`src/rtl/bsg_link_pkg.sv`:
```
// Shared types and sizing helpers for the upstream link output stage.
package bsg_link_pkg;

  typedef enum logic {
    IDLE = 1'b0,
    SEND = 1'b1
  } state_e;

  // Number of link beats needed to carry one core word.
  function automatic int unsigned beats(input int unsigned core_w,
                                        input int unsigned channels,
                                        input int unsigned ch_w);
    return core_w / (channels * ch_w);
  endfunction

  // Width of a counter that can hold 0..credits inclusive.
  function automatic int unsigned credit_w(input int unsigned credits);
    return $clog2(credits) + 1;
  endfunction

  // Width of a beat index counter; at least one bit.
  function automatic int unsigned beat_cnt_w(input int unsigned n);
    return (n > 1) ? $clog2(n) : 1;
  endfunction

endpackage

```
`src/rtl/bsg_link_credit_counter.sv`:
```
// Credit pool: one credit spent per accepted word, tokens return a batch of credits.
module bsg_link_credit_counter
  import bsg_link_pkg::*;
#(
  parameter int unsigned CREDITS        = 64,
  parameter int unsigned LG_TOKEN_RATIO = 0
) (
  input  logic                          clk,
  input  logic                          rst,
  input  logic                          consume,
  input  logic                          token,
  output logic [credit_w(CREDITS)-1:0]  avail,
  output logic                          err
);

  localparam int unsigned CW = credit_w(CREDITS);
  localparam int unsigned R  = 32'(1) << LG_TOKEN_RATIO;

  logic [CW-1:0] avail_n;
  logic          err_n;
  int unsigned   outstanding;
  int unsigned   ret;

  // Next credit count: returns saturate at the outstanding count so the pool never exceeds CREDITS.
  always_comb begin
    outstanding = CREDITS - 32'(avail);
    ret         = 0;
    err_n       = err;
    if (token) begin
      if (outstanding == 0) err_n = 1'b1;
      ret = (outstanding < R) ? outstanding : R;
    end
    avail_n = CW'(32'(avail) - 32'(consume) + ret);
  end

  // Credit and sticky error registers.
  always_ff @(posedge clk) begin
    if (rst) begin
      avail <= CW'(CREDITS);
      err   <= 1'b0;
    end else begin
      avail <= avail_n;
      err   <= err_n;
    end
  end

endmodule

```
`src/rtl/bsg_link_upstream_out_param.sv`:
```
// Upstream link sender: serialises core words into CHANNELS*CH_W-bit beats under credit flow control.
module bsg_link_upstream_out_param
  import bsg_link_pkg::*;
#(
  parameter int unsigned CORE_W         = 64,
  parameter int unsigned CHANNELS       = 2,
  parameter int unsigned CH_W           = 8,
  parameter int unsigned CREDITS        = 64,
  parameter int unsigned LG_TOKEN_RATIO = 0
) (
  input  logic                          clk,
  input  logic                          rst,
  input  logic [CORE_W-1:0]             core_data_in,
  input  logic                          core_valid_in,
  output logic                          core_ready_out,
  input  logic                          io_token,
  output logic                          io_valid_out,
  output logic [CHANNELS*CH_W-1:0]      io_data_out,
  output logic [credit_w(CREDITS)-1:0]  credit_avail,
  output logic                          credit_err
);

  localparam int unsigned BW    = CHANNELS * CH_W;
  localparam int unsigned BEATS = beats(CORE_W, CHANNELS, CH_W);
  localparam int unsigned BCW   = beat_cnt_w(BEATS);

  state_e            state, state_n;
  logic [BCW-1:0]    b, b_n;
  logic [CORE_W-1:0] shreg, shreg_n;
  logic              last;
  logic              ready_c;
  logic              accept;

  bsg_link_credit_counter #(
    .CREDITS        (CREDITS),
    .LG_TOKEN_RATIO (LG_TOKEN_RATIO)
  ) u_credit (
    .clk     (clk),
    .rst     (rst),
    .consume (accept),
    .token   (io_token),
    .avail   (credit_avail),
    .err     (credit_err)
  );

  // Handshake and next-state: a new word may be taken on the final beat so words run back to back.
  always_comb begin
    state_n = state;
    b_n     = b;
    shreg_n = shreg;
    last    = (b == BCW'(BEATS - 1));
    ready_c = !rst && ((state == IDLE) || (state == SEND && last)) &&
              (credit_avail != '0);
    accept  = core_valid_in && ready_c;
    if (accept) begin
      state_n = SEND;
      b_n     = '0;
      shreg_n = core_data_in;
    end else if (state == SEND) begin
      if (last) begin
        state_n = IDLE;
      end else begin
        b_n     = b + BCW'(1);
        shreg_n = CORE_W'({{BW{1'b0}}, shreg} >> BW);
      end
    end
  end

  assign core_ready_out = ready_c;

  // State, beat counter, shift register and registered link outputs.
  always_ff @(posedge clk) begin
    if (rst) begin
      state        <= IDLE;
      b            <= '0;
      shreg        <= '0;
      io_valid_out <= 1'b0;
      io_data_out  <= '0;
    end else begin
      state        <= state_n;
      b            <= b_n;
      shreg        <= shreg_n;
      io_valid_out <= (state == SEND);
      if (state == SEND) io_data_out <= shreg[BW-1:0];
    end
  end

endmodule

```
`config.mk`:
```
export PLATFORM = sky130hd
export DESIGN_NAME = bsg_link_upstream_out_param
export DESIGN_NICKNAME = d
export VERILOG_FILES = /design/src/rtl/bsg_link_pkg.sv /design/src/rtl/bsg_link_credit_counter.sv /design/src/rtl/bsg_link_upstream_out_param.sv
export SDC_FILE = /design/constraint.sdc
export NUM_CORES = 1
export LEC_CHECK = 0
export ABC_AREA = 1
export CORE_AREA = 4 4 134 136
export DETAILED_ROUTE_END_ITERATION = 10
export DIE_AREA = 0 0 138 140
export DONT_BUFFER_PORTS = 1
export PLACE_DENSITY = 0.47
export SLEW_MARGIN = 25
export SYNTH_ARGS = -nofsm -noshare
export SYNTH_HDL_FRONTEND = slang
export SYNTH_SLANG_ARGS = --single-unit
```
`constraint.sdc`:
```
create_clock -name clk -period 3.2 [get_ports clk]
set_input_delay 0.48 -clock clk [delete_from_list [all_inputs] [get_ports clk]]
set_output_delay 0.48 -clock clk [all_outputs]
set_load 0.01 [all_outputs]
```
# Word level (Yosys, flattened, before mapping)
# Cells that the tools add are included.
# totals
output_inout_bits	26
elab_cells	37
regBits	92
# classes
add_sub_neg	4
bitwise_logic	2
n_eq_ne	2
order_cmp	1
n_reduce_logical	13
n_mux	8
# ops
cell	count
64-bit 2-to-1 mux	3
32-bit logical NOT	1
32-bit by 1-bit less-than comparator with 1-bit output, second input constant	1
7-bit 2-to-1 mux	2
7-bit by 7-bit subtractor with 8-bit output, first input constant	1
7-bit adder	1
7-bit nonzero test	1
7-bit by 1-bit subtractor with 7-bit output	1
2-bit AND reduction	3
1-bit logical AND	4
1-bit 2-to-1 mux	3
2-bit by 1-bit adder with 2-bit output, second input constant	1
2-bit == test, second input constant	1
2-bit by 1-bit != test with 1-bit output, second input constant	1
1-bit NOT	2
2-bit nonzero test	1
2-bit OR reduction	1
1-bit logical NOT	1
1-bit logical OR	1

# Longest topological paths before layout
# Gate-level depths: netlist of the first run.
# depth
word_depth	8
depth_mapped	20
depth_no_buf	19

# By module
# From an unflattened synthesis of the first run, not the netlist that was laid out.
# hier_totals
cells_unflattened	706
area_unflattened_um2	4794.6
# by_module_without_submodules
mod	instances	cells_per_inst	area_per_inst_um2
bsg_link_upstream_out_param	1	595	4021.4
bsg_link_credit_counter	1	111	773.2

# Least setup slack after synthesis of the first run
# Ideal clock, no wire load.
# synth_path
path_type	flip-flop to flip-flop
from	reg u_credit.avail[0]
to	reg u_credit.avail[6]
stages_incl_launch_ff	20
setup_ns	0.126
period_less_slack_ns	2.851
path_slack_ns	0.349
path_buffers	2
arrival_time_ns	2.725
t_required_ns	3.074
cell_sequence	dfxtp_1 inv_1 ha_1 nand2_1 nor2_1 nand2_1 nand3_2 inv_2 buf_6 buf_2 ha_1 inv_1 ha_1 fa_1 nand3_1 nand2_1 nand2_1 a21boi_0 o21ai_0 nand3_1
# synth_via
elab_chain_len	5
elab_cells_between_ends	9
cone_classes	add/sub (3); order compare (1); mux (2); reduce/logical (3)
# synth_lines
item	line	text
start: declaration	bsg_link_credit_counter.sv:12	output logic [credit_w(CREDITS)-1:0] avail,
start signal: assignment	bsg_link_credit_counter.sv:39	avail <= CW'(CREDITS);
start signal: assignment	bsg_link_credit_counter.sv:42	avail <= avail_n;
7-bit by 7-bit subtractor with 8-bit output / 7-bit nonzero test (equally long branches)	bsg_link_credit_counter.sv:26, bsg_link_upstream_out_param.sv:53	
32-bit by 1-bit less-than comparator with 1-bit output / 1-bit logical AND (equally long branches)	bsg_link_credit_counter.sv:31, bsg_link_upstream_out_param.sv:52	
7-bit 2-to-1 mux / 1-bit logical AND (equally long branches)	bsg_link_credit_counter.sv:31, bsg_link_upstream_out_param.sv:54	
7-bit 2-to-1 mux / 7-bit by 1-bit subtractor with 7-bit output (equally long branches)	bsg_link_credit_counter.sv:29, bsg_link_credit_counter.sv:33	
7-bit adder (*)	bsg_link_credit_counter.sv:33	avail_n = CW'(32'(avail) - 32'(consume) + ret);
# Mark *: on every way between the ends. The rest lies on a longest branch, timed or not.
# A chain may end at the register's enable or synchronous reset.

# Final worst setup path of the first run
# Same ends and word-level chain as after synthesis.

==> impl_metrics.yaml, run 1 <==
status:
  status: "finished clean"
synthesis:
  ys_warn_count: 0
  yosysUniqueCellTypes: 29
  syn_area_per_cell_um2: 7.30
  yosys.area.top_type: "dfxtp_1"
  synth_area_leaders: "dfxtp_1 45%, nand2_1 16%, a21oi_1 7.4%"
  synth_ff_type: "dfxtp_1"
  synth_edf_count: 0
  synth.top_cell.area_share: 0.447
  netlist_instances: 565
  yosysSeqAreaShare: 0.447
  syn_area_um2: 4120
  synthArstFlopShare: 0
  ys_ff_latch: 92
timing:
  fmax_ghz: 0.340
  tightest_slew_ns: 0.647
  drv_slew: 0
  fin_skew_ns: 0.00919
  finalSetupViolCount: 0
  finalHoldViolations: 0
  tns_ns: 0
  min_period_over_period: 0.919
  slew-limit-headroom: 0.568
  layout_min_cycle_time_ns: 2.94
  rsz0062_at_grt: "no"
final_layout:
  nets: 634
  post-route-util: 0.271
  drive_above_1_share: 0.0827
  fillCellCount: 1913
  regArea_um2: 1840
  diodes: 0
  final_cell_area_um2: 4580
  multiInputGateArea_um2: 1990
  area_growth_pct: 11.2
floorplanning:
  ios: 94
  start_util: 0.243
  dieArea_um2: 19300
  core_area_um2: 16900
  num_rows: 48
  dieWidth_um: 138
  die_height_um: 140
route:
  vias: 3363
  drcViolationCount: 0
  via_per_inst: 4.31
  drtIter0Drc: 152
  ant_nets: 0
  routedWlPerCell_um: 14.3
  first_pass_iters: 4
  wirelength_um: 11200
critical_path:
  worstPathRequired_ns: 3.41
  cp-start-kind: "register"
  worstSetupPathType: "register to register"
  end_kind: "register"
  crit_arrival_ns: 3.15
  reg2regPathDepth: 17
  path_max_fanout: 7
global_route:
  grt_pass1_wl_um: 18200
  grt_pass1_vias: 3324
  antenna_found_initial: 0
  track_usage: 0.118
  gr-total-overflow: 0
  grt_max_degree: 74
placement:
  place_area_um2: 4270
  dp_hpwl_um: 7970
  io_buffers: 0
  place.gp.congestion: 0.795
clock_tree:
  clk_transition_reported_paths_ns: 0.07
  cts_tree: "yes"
  root_buffer: "clkbuf_16"
  htree_levels: 3
  clock_path_buffers: 2
  numCtsBuffers: 9
  postCtsSetupRepairBufs: 0
  clk_latency_ns: 0.34
  clock_sinks: 92
min_path:
  whs_path_depth: 1
  hold_class: "input pin to register"
power_and_ir_drop:
  p_per_area_nw_per_um2: 718
  ir_drop_v: 0.000246
  power_leakage_nw: 1.96
run:
  maxCapViolations: 0
-- where the power goes --
group	internal, mW	switching, mW	leakage, nW
logic	0.284	0.492	1.06
clock network	0.655	0.463	0.153
registers	1.27	0.129	0.752
total	2.21	1.08	1.96
-- cell usage in the layout, fill, tap and decap left out, types with 2 or more instances in the layout --
cell / Yosys / layout
a21boi_0: 11 / 11
a21boi_1: 6 / 6
a21oi_1: 61 / 61
a21oi_2: 10 / 10
buf_4: 1 / 2
clkbuf_16: 0 / 9
clkbuf_8: 0 / 2
clkinv_4: 0 / 2
conb_1: 1 / 4
dfxtp_1: 92 / 92
ha_1: 14 / 14
inv_1: 30 / 30
inv_2: 3 / 3
nand2_1: 173 / 173
nand2_2: 10 / 10
nand3_1: 10 / 10
nand4_1: 3 / 3
nor2_1: 79 / 78
nor2_2: 1 / 2
o21ai_0: 21 / 21
xnor2_1: 2 / 2
-- cells in the mapped netlist (all sizes together), types with 2 or more instances --
cell type and number:
nand2 183, dfxtp 92, nor2 81, a21oi 71
inv 33, buf 21, o21ai 21, a21boi 17
ha 14, nand3 11, clkbuf 10, nand4 3
xnor2 2
-- state kept, by name (all words and copies together) (netlist names) --
signal / flops
io_data_out: 16
state: 1
shreg: 64
io_valid_out: 1
u_credit.err: 1
u_credit.avail: 7
b: 2
-- cell type report --
| class | instances | area share |
|---|---|---|
| Multi-Input combinational cell | 412 | 0.434 |
| Tap cell | 225 | 0.0614 |
| Clock buffer | 12 | 0.0559 |
| Clock inverter | 4 | 0.0123 |
| Sequential cell | 92 | 0.402 |
| Inverter | 33 | 0.0270 |
| Timing Repair Buffer | 3 | 0.00764 |
-- kinds of logic (layout without fill, tap and decap cells) --
group / count (synthesis) / after routing / synth area share
buffers and inverters: 64 / 52 / 0.0741
AOI/OAI and AO/OA: 111 / 111 / 0.156
other: 1 / 4 / 0.000910
xor gates and xnor gates: 2 / 2 / 0.00425
adders and majority gates: 15 / 15 / 0.0473
DFF: 92 / 92 / 0.447
and+or+nand+nor: 280 / 280 / 0.271
-- worst paths after layout --
kind         slack (ns)           endpoint         startpoint
min                0.21  u_credit.avail[1]                rst
min reg2reg        0.46          shreg[59]          shreg[59]
max                0.26  u_credit.avail[6]  u_credit.avail[0]
max reg2reg        0.26  u_credit.avail[6]  u_credit.avail[0]
-- per-stage QoR --
stage	std cells	total power [mW]	hold WS, ns	setup WS, ns
detailed placement	765	2.21	0.453	0.260
global route	781	3.53	0.190	0.0380
floorplan	568	2.06	0.439	0.349
global placement	765	2.18	0.443	0.312
finish	781	3.29	0.211	0.259
CTS	781	3.36	0.181	0.220
-- worst max-delay path, stage by stage (launching register included) --
cell,delay (ns)
dfxtp_1,0.38
inv_1,0.14
ha_1,0.27
nand2_1,0.09
nor2_1,0.04
nand2_1,0.14
nand3_1,0.10
nor2_2,0.13
nand4_1,0.10
ha_1,0.28
inv_1,0.07
fa_1,0.46
nand3_1,0.11
nand2_1,0.08
nand2_1,0.08
a21boi_0,0.10
o21ai_0,0.15
nand3_1,0.08
-- repair_timing --
action / in CTS / in global routing
endpoints found under the setup margin: 0 / 1
hold buffers: 0 / 0
gates resized for setup: 0 / 1
-- layer usage --
metal | part of all wire | wire length [µm] | GRT usage | up-vias
li1 | - | - | - | 1768
met1 | 0.50 | 5540 | 0.162 | 1513
met2 | 0.43 | 4750 | 0.175 | 77
met3 | 0.070 | 778 | 0.0481 | 5
met4 | 0.0083 | 93 | 0.0265 | 0
met5 | 0 | 0 | 0 | -
Note: power is estimated with default switching activity, not from simulation.
==> run 2, diff against run 1 <==
Settings changed: CORE_AREA 4 4 134 136 to 4 4 144 146, DIE_AREA 0 0 138 140 to 0 0 148 150, SYNTH_HIERARCHICAL set to 1.
==> impl_metrics.yaml, run 2 <==
status:
  status: "finished clean"
clock_tree:
  cts_tree: "yes"
  postCtsSetupRepairBufs: 0
  htree_levels: 3
  clk_transition_reported_paths_ns: 0.06
  cts_resized: 0
  cts_hold_buf: 0
  clock_sinks: 92
  clock_path_buffers: 2
  numCtsBuffers: 9
  root_buffer: "clkbuf_16"
  clk_latency_ns: 0.34
critical_path:
  reg2reg_slack_ns: 0.36
  cp-start-kind: "register"
  crit_arrival_ns: 3.07
  endpoint: "u_credit/avail[4]"
  rr_endpoint: "u_credit/avail[4]"
  end_kind: "register"
  path_max_fanout: 6
  cp-startpoint: "u_credit/avail[1]"
  worstSetupPathType: "register to register"
  r2r_start: "u_credit/avail[1]"
  reg2regPathDepth: 16
  worstPathRequired_ns: 3.43
timing:
  fmax_ghz: 0.352
  finalHoldViolations: 0
  finalSetupViolCount: 0
  layout_min_cycle_time_ns: 2.84
  drv_slew: 0
  fin_skew_ns: 0.00685
  slew-limit-headroom: 0.624
  tns_ns: 0
  tightest_slew_ns: 0.564
  rsz0062_at_grt: "no"
  min_period_over_period: 0.888
final_layout:
  regArea_um2: 1840
  instances_no_fill: 946
  final_cell_area_um2: 5280
  multiInputGateArea_um2: 2380
  fillCellCount: 2249
  area_growth_pct: 10.2
  largest_register: "shreg"
  reg_top3: "shreg: 64 flops, io_data_out: 16 flops, u_credit/avail: 7 flops"
  nets: 761
  final_cell_mix: "215 x nand2_1, 92 x dfxtp_1, 88 x a21oi_1, 81 x inv_1, 72 x nand3_1"
  largest_register_ff_count: 64
  diodes: 0
  final_common_cell: "nand2_1"
  drive_above_1_share: 0.0587
synthesis:
  ys_warn_count: 6
  synth_edf_count: 0
  ys_ff_latch: 92
  synth.most_common_cell: "nand2_1"
  yosysUniqueCellTypes: 30
  yosysSeqAreaShare: 0.384
  netlist_instances: 706
  syn_area_um2: 4790
  synth_common_cells: "216 x nand2_1, 92 x dfxtp_1, 88 x a21oi_1"
  syn_area_per_cell_um2: 6.79
  synth.top_cell.area_share: 0.384
  yosys.area.top_type: "dfxtp_1"
  synth_ff_type: "dfxtp_1"
  synth_area_leaders: "dfxtp_1 38%, nand2_1 17%, a21oi_1 9.2%"
  synthArstFlopShare: 0
floorplanning:
  dieWidth_um: 148
  num_rows: 51
  dieArea_um2: 22200
  start_util: 0.247
  ios: 94
  core_area_um2: 19400
  die_height_um: 150
power_and_ir_drop:
  ir_drop_v: 0.000286
  power_leakage_nw: 2.31
  p_per_area_nw_per_um2: 674
global_route:
  grt_max_degree: 91
  antenna_found_initial: 0
  grt_pass1_wl_um: 21900
  grt_pass1_vias: 4063
  gr-total-overflow: 0
  track_usage: 0.124
min_path:
  whs_path_depth: 1
  hold_class: "input pin to register"
run:
  maxCapViolations: 0
placement:
  dp.cells: 931
  dp_hpwl_um: 9350
  io_buffers: 0
  place.gp.congestion: 0.785
  place_area_um2: 4960
route:
  wirelength_um: 13700
  first_pass_iters: 4
  vias: 4214
  via_per_inst: 4.45
  drcViolationCount: 0
  drtIter0Drc: 249
  ant_nets: 0
  routedWlPerCell_um: 14.4
run 2: cell types whose count changed after synthesis, sizes merged, moves of 2 or more:
cell,before,now
nor2,81,12
clkbuf,10,23
nand2,183,217
a21oi,71,88
inv,33,86
buf,21,29
nand3,11,73
o21ai,21,3
a31o,1,3
a21boi,17,0
nand4,3,55
run 2: logic make-up (layout without fill, tap and decap cells):
logic type,count (synthesis),count (layout),share of synthesized area
other,1,4,0.000782
AO/OA/AOI/OAI,96,96,0.104
adder cells (fa/ha/maj),16,16,0.0433
XOR/XNOR,3,3,0.00548
AND/OR/NAND/NOR,360,360,0.338
flip-flops,92,92,0.384
buffers and inverters,138,110,0.124
run 2: worst min path at each step:
stage,slack [ns],to,from
finish,0.21,io_data_out[4],rst
global route,0.18,io_data_out[3],rst
CTS,0.19,u_credit/avail[1],rst
detailed placement,0.46,io_data_out[6],shreg[6]
global placement,0.45,io_data_out[6],shreg[6]
floorplan,0.44,io_data_out[15],shreg[15]
run 2: stage by stage:
stage / total power, mW / hold slack (ns) / util / setup WS (ns)
floorplan: 2.22 / 0.437 / - / 0.535
global placement: 2.43 / 0.450 / 0.256 / 0.397
detailed placement: 2.43 / 0.457 / 0.256 / 0.361
CTS: 3.63 / 0.190 / 0.272 / 0.346
global route: 3.83 / 0.183 / 0.272 / 0.0571
finish: 3.56 / 0.206 / 0.272 / 0.357
run 2: worst max-delay path, cell delays in order (launching register included):
cell	delay (ns)
dfxtp_1	0.43
inv_1	0.12
ha_1	0.26
inv_1	0.07
nand2_1	0.05
a21oi_1	0.15
nand2_1	0.09
nor3_2	0.17
nand3_1	0.09
nand2_1	0.07
ha_1	0.11
inv_1	0.03
ha_1	0.21
fa_1	0.44
a31o_2	0.23
o21ai_0	0.15
a21oi_1	0.06
run 2: final cells by class:
cell class | instances | share of cell area
clock inverters | 5 | 0.0161
repair buffers | 9 | 0.0152
clock buffers | 10 | 0.0452
well taps | 265 | 0.0628
multi-input cells | 479 | 0.450
inverters | 86 | 0.0620
flip-flops and latches | 92 | 0.349
run 2: metal layers:
| metal | global-route usage | part of all wire |
|---|---|---|
| met5 | 0 | 0 |
| met4 | 0.0249 | 0.0085 |
| met3 | 0.0382 | 0.054 |
| met2 | 0.206 | 0.47 |
| met1 | 0.161 | 0.47 |
run 2: power breakdown:
part	total [mW]	switching, mW	leakage (nW)	internal, mW
logic	0.981	0.626	1.40	0.355
clock network	1.17	0.468	0.155	0.706
registers	1.41	0.131	0.753	1.28
